==> config.mk <==
export PLATFORM = sky130hd
export DESIGN_NAME = log_spawn_ctrl
export DESIGN_NICKNAME = d
export VERILOG_FILES = /design/src/rtl/log_pkg.sv /design/src/rtl/tick_prescaler.sv /design/src/rtl/log_spawn_ctrl.sv
export SDC_FILE = /design/constraint.sdc
export NUM_CORES = 1
export LEC_CHECK = 0
export CORE_MARGIN = 1.5
export CORE_UTILIZATION = 30
export CTS_BUF_LIST = sky130_fd_sc_hd__clkbuf_4 sky130_fd_sc_hd__clkbuf_8
export CTS_CLUSTER_SIZE = 25
export DETAILED_ROUTE_END_ITERATION = 12
export GPL_ROUTABILITY_DRIVEN = 0
export PLACE_DENSITY = 0.51
export SYNTH_ARGS = -nofsm -noshare
export SYNTH_HDL_FRONTEND = slang
export SYNTH_HIERARCHICAL = 1
export SYNTH_SLANG_ARGS = --single-unit
==> constraint.sdc <==
create_clock -name CLK -period 4.2 [get_ports CLK]
set_clock_uncertainty 0.1 [all_clocks]
set_input_delay 0.63 -clock CLK [delete_from_list [all_inputs] [get_ports CLK]]
set_output_delay 0.63 -clock CLK [all_outputs]
set_load 0.02 [all_outputs]
==> src/rtl/log_pkg.sv <==
// Shared types and helpers for the river-lane log spawn controller.
package log_pkg;

    localparam int unsigned NUM_LOGS_DEF = 8;

    typedef enum logic [0:0] {
        IDLE = 1'b0,
        RUN  = 1'b1
    } spawn_state_t;

    typedef logic [1:0] level_t;

    // Galois mask for x^16 + x^14 + x^13 + x^11 with a right-shifting register.
    localparam logic [15:0] LFSR_TAPS = 16'hB400;

    function automatic logic [3:0] max_active(input level_t lvl, input int unsigned num_logs);
        int unsigned m;
        m = 32'd2 + 32'd2 * 32'(lvl);
        if (m > num_logs) begin
            m = num_logs;
        end
        return m[3:0];
    endfunction

endpackage

==> src/rtl/tick_prescaler.sv <==
// Move-tick prescaler: one-cycle pulse every (TICK_DIV >> level) cycles while run is high.
module tick_prescaler
    import log_pkg::*;
#(
    parameter int unsigned TICK_DIV = 500000
) (
    input  logic       CLK,
    input  logic       RESET,
    input  logic       run,
    input  logic [1:0] level,
    output logic       tick
);

    localparam int unsigned CntW = $clog2(TICK_DIV);

    logic [CntW-1:0] cnt_q, cnt_d;
    logic [CntW-1:0] last_q, last_d;
    logic            tick_q, tick_d;
    logic            wrap;

    function automatic logic [CntW-1:0] period_last(input level_t lvl);
        return CntW'((TICK_DIV >> lvl) - 32'd1);
    endfunction

    // The period is latched only at wrap (or while stopped), so a level change
    // mid-period takes effect from the next period.
    always_comb begin
        cnt_d  = cnt_q;
        last_d = last_q;
        tick_d = 1'b0;
        wrap   = (cnt_q == last_q);
        if (!run) begin
            cnt_d  = '0;
            last_d = period_last(level);
        end else if (wrap) begin
            cnt_d  = '0;
            last_d = period_last(level);
            tick_d = 1'b1;
        end else begin
            cnt_d = cnt_q + 1'b1;
        end
    end

    always_ff @(posedge CLK or posedge RESET) begin
        if (RESET) begin
            cnt_q  <= '0;
            last_q <= period_last(2'd0);
            tick_q <= 1'b0;
        end else begin
            cnt_q  <= cnt_d;
            last_q <= last_d;
            tick_q <= tick_d;
        end
    end

    assign tick = tick_q;

endmodule

==> src/rtl/log_spawn_ctrl.sv <==
// River-lane log controller: shared move tick, per-slot enables with paced
// spawning, level-capped active count and retirement, plus a random lane selector.
module log_spawn_ctrl
    import log_pkg::*;
#(
    parameter int unsigned NUM_LOGS  = NUM_LOGS_DEF,
    parameter int unsigned TICK_DIV  = 500000,
    parameter int unsigned SPAWN_GAP = 64,
    parameter logic [15:0] LFSR_SEED = 16'hACE1
) (
    input  logic                CLK,
    input  logic                RESET,
    input  logic                game_run,
    input  logic [1:0]          level,
    input  logic [NUM_LOGS-1:0] log_off_screen,
    output logic [NUM_LOGS-1:0] log_enable,
    output logic                timer_done,
    output logic [3:0]          random_0_15,
    output logic [3:0]          active_cnt
);

    localparam int unsigned GapW = (SPAWN_GAP > 1) ? $clog2(SPAWN_GAP) : 1;

    spawn_state_t        state_q, state_d;
    logic [NUM_LOGS-1:0] en_q, en_d;
    logic [3:0]          cnt_q, cnt_d;
    logic [3:0]          rnd_q, rnd_d;
    logic [15:0]         lfsr_q, lfsr_d;
    logic [GapW-1:0]     gap_q, gap_d;

    logic                tick;
    logic                presc_run;
    logic [3:0]          max_act;
    logic [NUM_LOGS-1:0] retire_vec, spawn_vec;
    logic                retire_found, spawn_found;

    // Gating with game_run keeps a tick from landing on the edge that leaves RUN.
    assign presc_run = (state_q == RUN) && game_run;

    tick_prescaler #(
        .TICK_DIV (TICK_DIV)
    ) u_prescaler (
        .CLK   (CLK),
        .RESET (RESET),
        .run   (presc_run),
        .level (level),
        .tick  (tick)
    );

    assign max_act = max_active(level, NUM_LOGS);

    always_comb begin
        lfsr_d = {1'b0, lfsr_q[15:1]} ^ (lfsr_q[0] ? LFSR_TAPS : 16'h0000);
        rnd_d  = tick ? lfsr_q[3:0] : rnd_q;
    end

    // Retire picks the lowest enabled slot that has left the screen.
    always_comb begin
        retire_vec   = '0;
        retire_found = 1'b0;
        if (cnt_q > max_act) begin
            for (int i = 0; i < NUM_LOGS; i++) begin
                if (!retire_found && log_off_screen[i] && en_q[i]) begin
                    retire_vec[i] = 1'b1;
                    retire_found  = 1'b1;
                end
            end
        end
    end

    // Spawn searches the pre-retire enables so a freed slot is reused only later.
    always_comb begin
        spawn_vec   = '0;
        spawn_found = 1'b0;
        if (tick && (gap_q == '0) && (cnt_q < max_act)) begin
            for (int i = 0; i < NUM_LOGS; i++) begin
                if (!spawn_found && !en_q[i]) begin
                    spawn_vec[i] = 1'b1;
                    spawn_found  = 1'b1;
                end
            end
        end
    end

    always_comb begin
        state_d = state_q;
        en_d    = en_q;
        gap_d   = gap_q;
        unique case (state_q)
            IDLE: begin
                en_d  = '0;
                gap_d = '0;
                if (game_run) begin
                    state_d = RUN;
                end
            end
            RUN: begin
                if (!game_run) begin
                    state_d = IDLE;
                    en_d    = '0;
                    gap_d   = '0;
                end else begin
                    en_d = (en_q & ~retire_vec) | spawn_vec;
                    if (tick) begin
                        gap_d = (gap_q == GapW'(SPAWN_GAP - 1)) ? '0 : gap_q + 1'b1;
                    end
                end
            end
            default: state_d = IDLE;
        endcase
    end

    always_comb begin
        cnt_d = '0;
        for (int i = 0; i < NUM_LOGS; i++) begin
            cnt_d = cnt_d + {3'b000, en_d[i]};
        end
    end

    always_ff @(posedge CLK or posedge RESET) begin
        if (RESET) begin
            state_q <= IDLE;
            en_q    <= '0;
            cnt_q   <= '0;
            rnd_q   <= LFSR_SEED[3:0];
            lfsr_q  <= LFSR_SEED;
            gap_q   <= '0;
        end else begin
            state_q <= state_d;
            en_q    <= en_d;
            cnt_q   <= cnt_d;
            rnd_q   <= rnd_d;
            lfsr_q  <= lfsr_d;
            gap_q   <= gap_d;
        end
    end

    assign log_enable  = en_q;
    assign active_cnt  = cnt_q;
    assign random_0_15 = rnd_q;
    assign timer_done  = tick;

endmodule

Word-level counts from Yosys, hierarchy flattened. Index checks and enable logic that the tools add are counted.

Output and inout port bits: 17. Word-level logic and storage cells: 139. Bits in registers: 78. Bits of input ports: 13.

Muxes and demuxes: 59. $lt $le $gt $ge: 3. Reductions and logical operators: 47. Equal/unequal tests: 4. $add $sub $neg: 11. Bitwise logic cells: 5. Shifts and indexed selects: 1.

Operator list (number): $mux 19 (4); $mux 1 (45); $logic_and 1x1->1 (25); $mux 8 (3); $logic_not 1->1 (21); $add 19x1->19 const B (1); $eq 19x19->1 (1); $shr 19x2->19 const A (1); $sub 19x1->19 const B (1); $mux 6 (3); $add 4x1->4 (4); $mux 16 (1); $pmux 8 s2 (1); $xor 15x16->16 (1); $pmux 6 s2 (1); $and 8x8->8 (1); $not 8->8 (1); $or 8x8->8 (1); $add 6x1->6 const B (1); $eq 6x6->1 const B (1); $logic_not 6->1 (1); $add 2x3->4 const A (1); $add 3x1->4 (1); $gt 4x4->1 (1); other kinds (8) (8).

Depth between registers and ports, before layout.
Word-level depth: 52. Gate-level depth with buffers: 15. Mapped depth without buffers: 15.

By module. The synthesis kept the hierarchy.

By module, submodules not included: log_spawn_ctrl (area each 1793.0 um^2, cells an instance 147, instances 1, seq. area each 987.2 um^2); tick_prescaler (area each 1770.4 um^2, cells an instance 158, instances 1, seq. area each 834.6 um^2).

Worst setup path before layout. OpenSTA, ideal clock, no wires.

Path kind: input port to flip-flop. From: input level[0]. To: register cnt_q[2] (netlist: active_cnt[2]). Data arrival time: 4.148 ns. Stages on the path: 15. Slack: -0.171 ns. Library setup time: 0.123 ns. Path buffers: 0. Cell sequence: ha_1 -> inv_1 -> ha_1 -> and3b_4 -> nor2_8 -> nor2b_1 -> a311oi_1 -> fa_1 -> inv_1 -> fa_1 -> inv_1 -> fa_1 -> ha_1 -> fa_1 -> xor2_1.

Word-level cells in the longest chain between the ends: 17. Elaborated cells on any way between the ends: 20. Those cells by class: 8 x add/sub; 3 x order compare; 5 x mux; 3 x bitwise; 1 x reduce/logical.

Ends and longest elaborated chain: start: declaration (line log_spawn_ctrl.sv:14) `input logic [1:0] level,`; $add 2x3->4 (*) (line log_pkg.sv:18) `m = 32'd2 + 32'd2 * 32'(lvl);`; $gt 4x4->1 (line log_pkg.sv:19) `if (m > num_logs) begin`; $mux 4 (*) (line log_pkg.sv:19); $gt 4x4->1 (line log_spawn_ctrl.sv:61) `if (cnt_q > max_act) begin`; $mux 8 (line log_spawn_ctrl.sv:61); $not 8->8 (line log_spawn_ctrl.sv:103) `en_d = (en_q & ~retire_vec) | spawn_vec;`; $and 8x8->8 (line log_spawn_ctrl.sv:103); $or 8x8->8 (*) (line log_spawn_ctrl.sv:103); $mux 8 (*) (line log_spawn_ctrl.sv:98) `if (!game_run) begin`; $pmux 8 s2 (*) (line log_spawn_ctrl.sv:89) `unique case (state_q)`; named net en_d[1] (line log_spawn_ctrl.sv:25) `logic [NUM_LOGS-1:0] en_q, en_d;`; $add 1x1->2 (*) (line log_spawn_ctrl.sv:116) `cnt_d = cnt_d + {3'b000, en_d[i]};`; $add 2x1->3 (*) (line log_spawn_ctrl.sv:116); $add 3x1->4 (*) (line log_spawn_ctrl.sv:116); $add 4x1->4 (*) (4 in a row) (line log_spawn_ctrl.sv:116); named net cnt_d[2] (line log_spawn_ctrl.sv:26) `logic [3:0] cnt_q, cnt_d;`; end signal: assignment (line log_spawn_ctrl.sv:131) `cnt_q <= cnt_d;`; end: declaration (line log_spawn_ctrl.sv:26).

Mark *: on every way through the listed nets, which the timed path passes. The rest lies on a longest branch. A chain may end at the register's enable or synchronous reset.

Worst setup path after layout. Ends and elaborated chain as after synthesis.

==> run_results.csv <==
group,metric,value,unit
critical_path,crit_fanout,5,
global_route,grt_pass1_vias,2469,
critical_path,critPathArrivalTime,4.26,ns
synth,synth.avg_cell_area,11.68,um2
route,drt_iter0_markers,80,
synth,synth_ff_type,"dfrtp_1",
final_layout,post-route-util,0.3820,
die,die-area,12540,um2
route,ant_nets,0,
cts,cts_buffers,9,
route,drt-total-wl,7149,um
final_layout,post-route-cell-area,4399,um2
synth,ys_types,50,
final_layout,multi_input_area,1700,um2
power_and_ir_drop,power.density,310.8,nW/um2
sta,min_period_over_period,0.9792,
synth,synth_top_area_cell,"dfrtp_1",
run_status,status,"complete, no violations",
die,design.core.area,11520,um2
critical_path,cp-end-kind,"flip-flop",
synth,synth_fp_nets,341,
placed_design,preCtsSetupSlack,-0.6364,ns
global_route,met2_usage,0.1909,
synth,synth.most_common_cell,"dfrtp_1",
flow_run,cap_violations,0,
cts,root_buffer,"clkbuf_8",
synth,postSynthCellCount,305,
final_layout,antennaDiodeCount,0,
die,die_h,112.0,um
sta,worst_pin_slew,0.7594,ns
power_and_ir_drop,irDropWorstVdd,0.2005,mV
sta,clock.fmax,243.1,MHz
final_layout,register_area,1822,um2
global_route,grt_util_met3,0.03048,
die,die_w,112.0,um
sta,period_needed,4.113,ns
cts,htree_levels,3,
cts,worstSkewPairLatency,0.34,ns
synth,yosysWarnings,6,
route,avgViaCountPerCell,4.734,
route,wl_per_cell,14.18,um
final_layout,num-nets-final,392,
synth,synth_common_cells,"dfrtp_1 (56), nor2_1 (28), inv_1 (23)",
global_route,grt_overflow,0,
die,rows,39,
synth,synth.area.top_cells,"dfrtp_1 (39%), dfstp_2 (12%), ha_1 (6.7%)",
cts,clk_pin_slew,0.08,ns
synth,synth_edf_count,0,
synth,async_reset_ff_frac,1.000,
sta,whs,0.2503,ns
cts,cts_hold_buf,0,
cts,cts_tree,"done",
global_route,track_usage,0.1238,
synth,netlist_area,3563,um2
route,drtPass1Iterations,4,
final_layout,drive_gt1_frac,0.2410,
die,pin_count,30,
placed_design,place_area,4118,um2
synth,synth-seq-area-share,0.5112,
min_path,hp-class,"flip-flop to flip-flop",
final_layout,nFillCells,1149,
power_and_ir_drop,fin_total_pwr,1.367,mW
final_layout,area_growth,23.46,%
global_route,grtUsageMet1,0.1641,
sta,slew_viol_final,0,
global_route,grt-busiest-layer,"met2",
cts,clock_sinks,72,
placed_design,port_buffers,29,
sta,timing.final.ws_setup,0.08727,ns
die,initial_core_util,0.3094,
synth,synth_seq_cells,72,
placed_design,hpwl,5136,um
sta,finalHoldViolCount,0,
critical_path,critPathLaunchType,"input port",
cts,clock_path_buffers,2,
critical_path,required,4.34,ns
global_route,grt_max_degree,34,
sta,setup_viol,0,
power_and_ir_drop,leakage,1.948,nW
route,vias,2386,
synth,synth_top_area_share,0.3933,
sta,slew_headroom,0.4932,
route,drc_errors,0,
global_route,grt_first_pass_wirelength,12280,um
global_route,antenna_found_initial,0,
critical_path,worstSetupPathType,"input port to flip-flop",
[repair_timing]
action                     4_1_cts  5_1_grt
setup endpoints to repair        2        2
hold endpoints to repair         0        0
pin swaps                       10        6
buffers inserted                 2        0
resized for setup               15        3
[worst max-delay path: stages]
cell,delay (ns)
buf_2,0.12
ha_4,0.26
inv_2,0.03
ha_4,0.25
and3b_4,0.23
nor2_8,0.06
buf_4,0.13
a21oi_2,0.14
a211oi_2,0.07
fa_1,0.57
inv_2,0.04
fa_1,0.52
inv_1,0.05
fa_1,0.48
ha_4,0.19
fa_2,0.33
xor2_1,0.14
[per-layer routing]
metal | share of wire | wire (um)
met4 | 0.025 | 180
met1 | 0.48 | 3450
met2 | 0.46 | 3284
met3 | 0.033 | 233
met5 | 0 | 0
[final timing paths]
path | startpoint | to | slack, ns | cells past startpoint
min in group asynchronous | RESET | u_prescaler/cnt_q[0] | 0.63 | 3
setup reg to reg | active_cnt[3] | active_cnt[2] | 0.31 | 14
hold reg to reg | lfsr_q[4] | lfsr_q[3] | 0.25 | 0
setup / recovery | level[0] | active_cnt[2] | 0.09 | 17
max in group asynchronous | RESET | log_enable[7] | 2.59 | 3
hold / removal | lfsr_q[4] | lfsr_q[3] | 0.25 | 0
[cells by family after synthesis]
family	after synthesis	share of synthesized area
AND/OR/NAND/NOR	99	0.1503
AO/OA/AOI/OAI	31	0.06531
buffers and inverters	29	0.04038
multiplexers	18	0.06250
XOR/XNOR	33	0.08111
adder cells (fa/ha/maj)	23	0.08919
flip-flops	72	0.5112
[area by class of cell]
cell class	instances	share of cell area
Tap cell	143	0.04067
Clock inverter	7	0.01820
Timing Repair Buffer	46	0.09272
Clock buffer	9	0.02816
Multi-Input combinational cell	204	0.3865
Inverter	23	0.01962
Sequential cell	72	0.4141
[state kept, by name, indices dropped and copies added, names as in the netlist]
name                cells
u_prescaler/cnt_q      19
log_enable              8
u_prescaler/last_q     13
gap_q                   6
u_prescaler/tick        1
active_cnt              4
state_q                 1
lfsr_q                 16
random_0_15             4
[where the power goes]
part / leakage, nW / switching, mW / internal (mW)
registers: 0.936 / 0.00876 / 0.708
clock network: 0.0960 / 0.276 / 0.279
logic: 0.916 / 0.0509 / 0.0440
[stage by stage]
step | std cells | setup TNS, ns
floorplan | 305 | 0
global placement | 486 | -1.381
detailed placement | 486 | -1.796
CTS | 504 | 0
global route | 504 | -0.008328
finish | 504 | 0
[cell usage in the layout, fill, tap and decap left out, types with 5 or more instances in the layout]
cell,instances
dfrtp_1,56
a21oi_1,5
mux2i_1,5
clkdlybuf4s50_1,27
nor3_1,7
xor2_1,17
mux2_2,6
ha_1,15
dfstp_2,16
and3_1,7
inv_1,21
xnor2_1,16
nand4_1,5
nand2_1,14
clkbuf_8,9
mux2_4,7
buf_4,17
nor2_1,28
nand3_1,15
No activity file was read; power rests on OpenSTA's default activity.
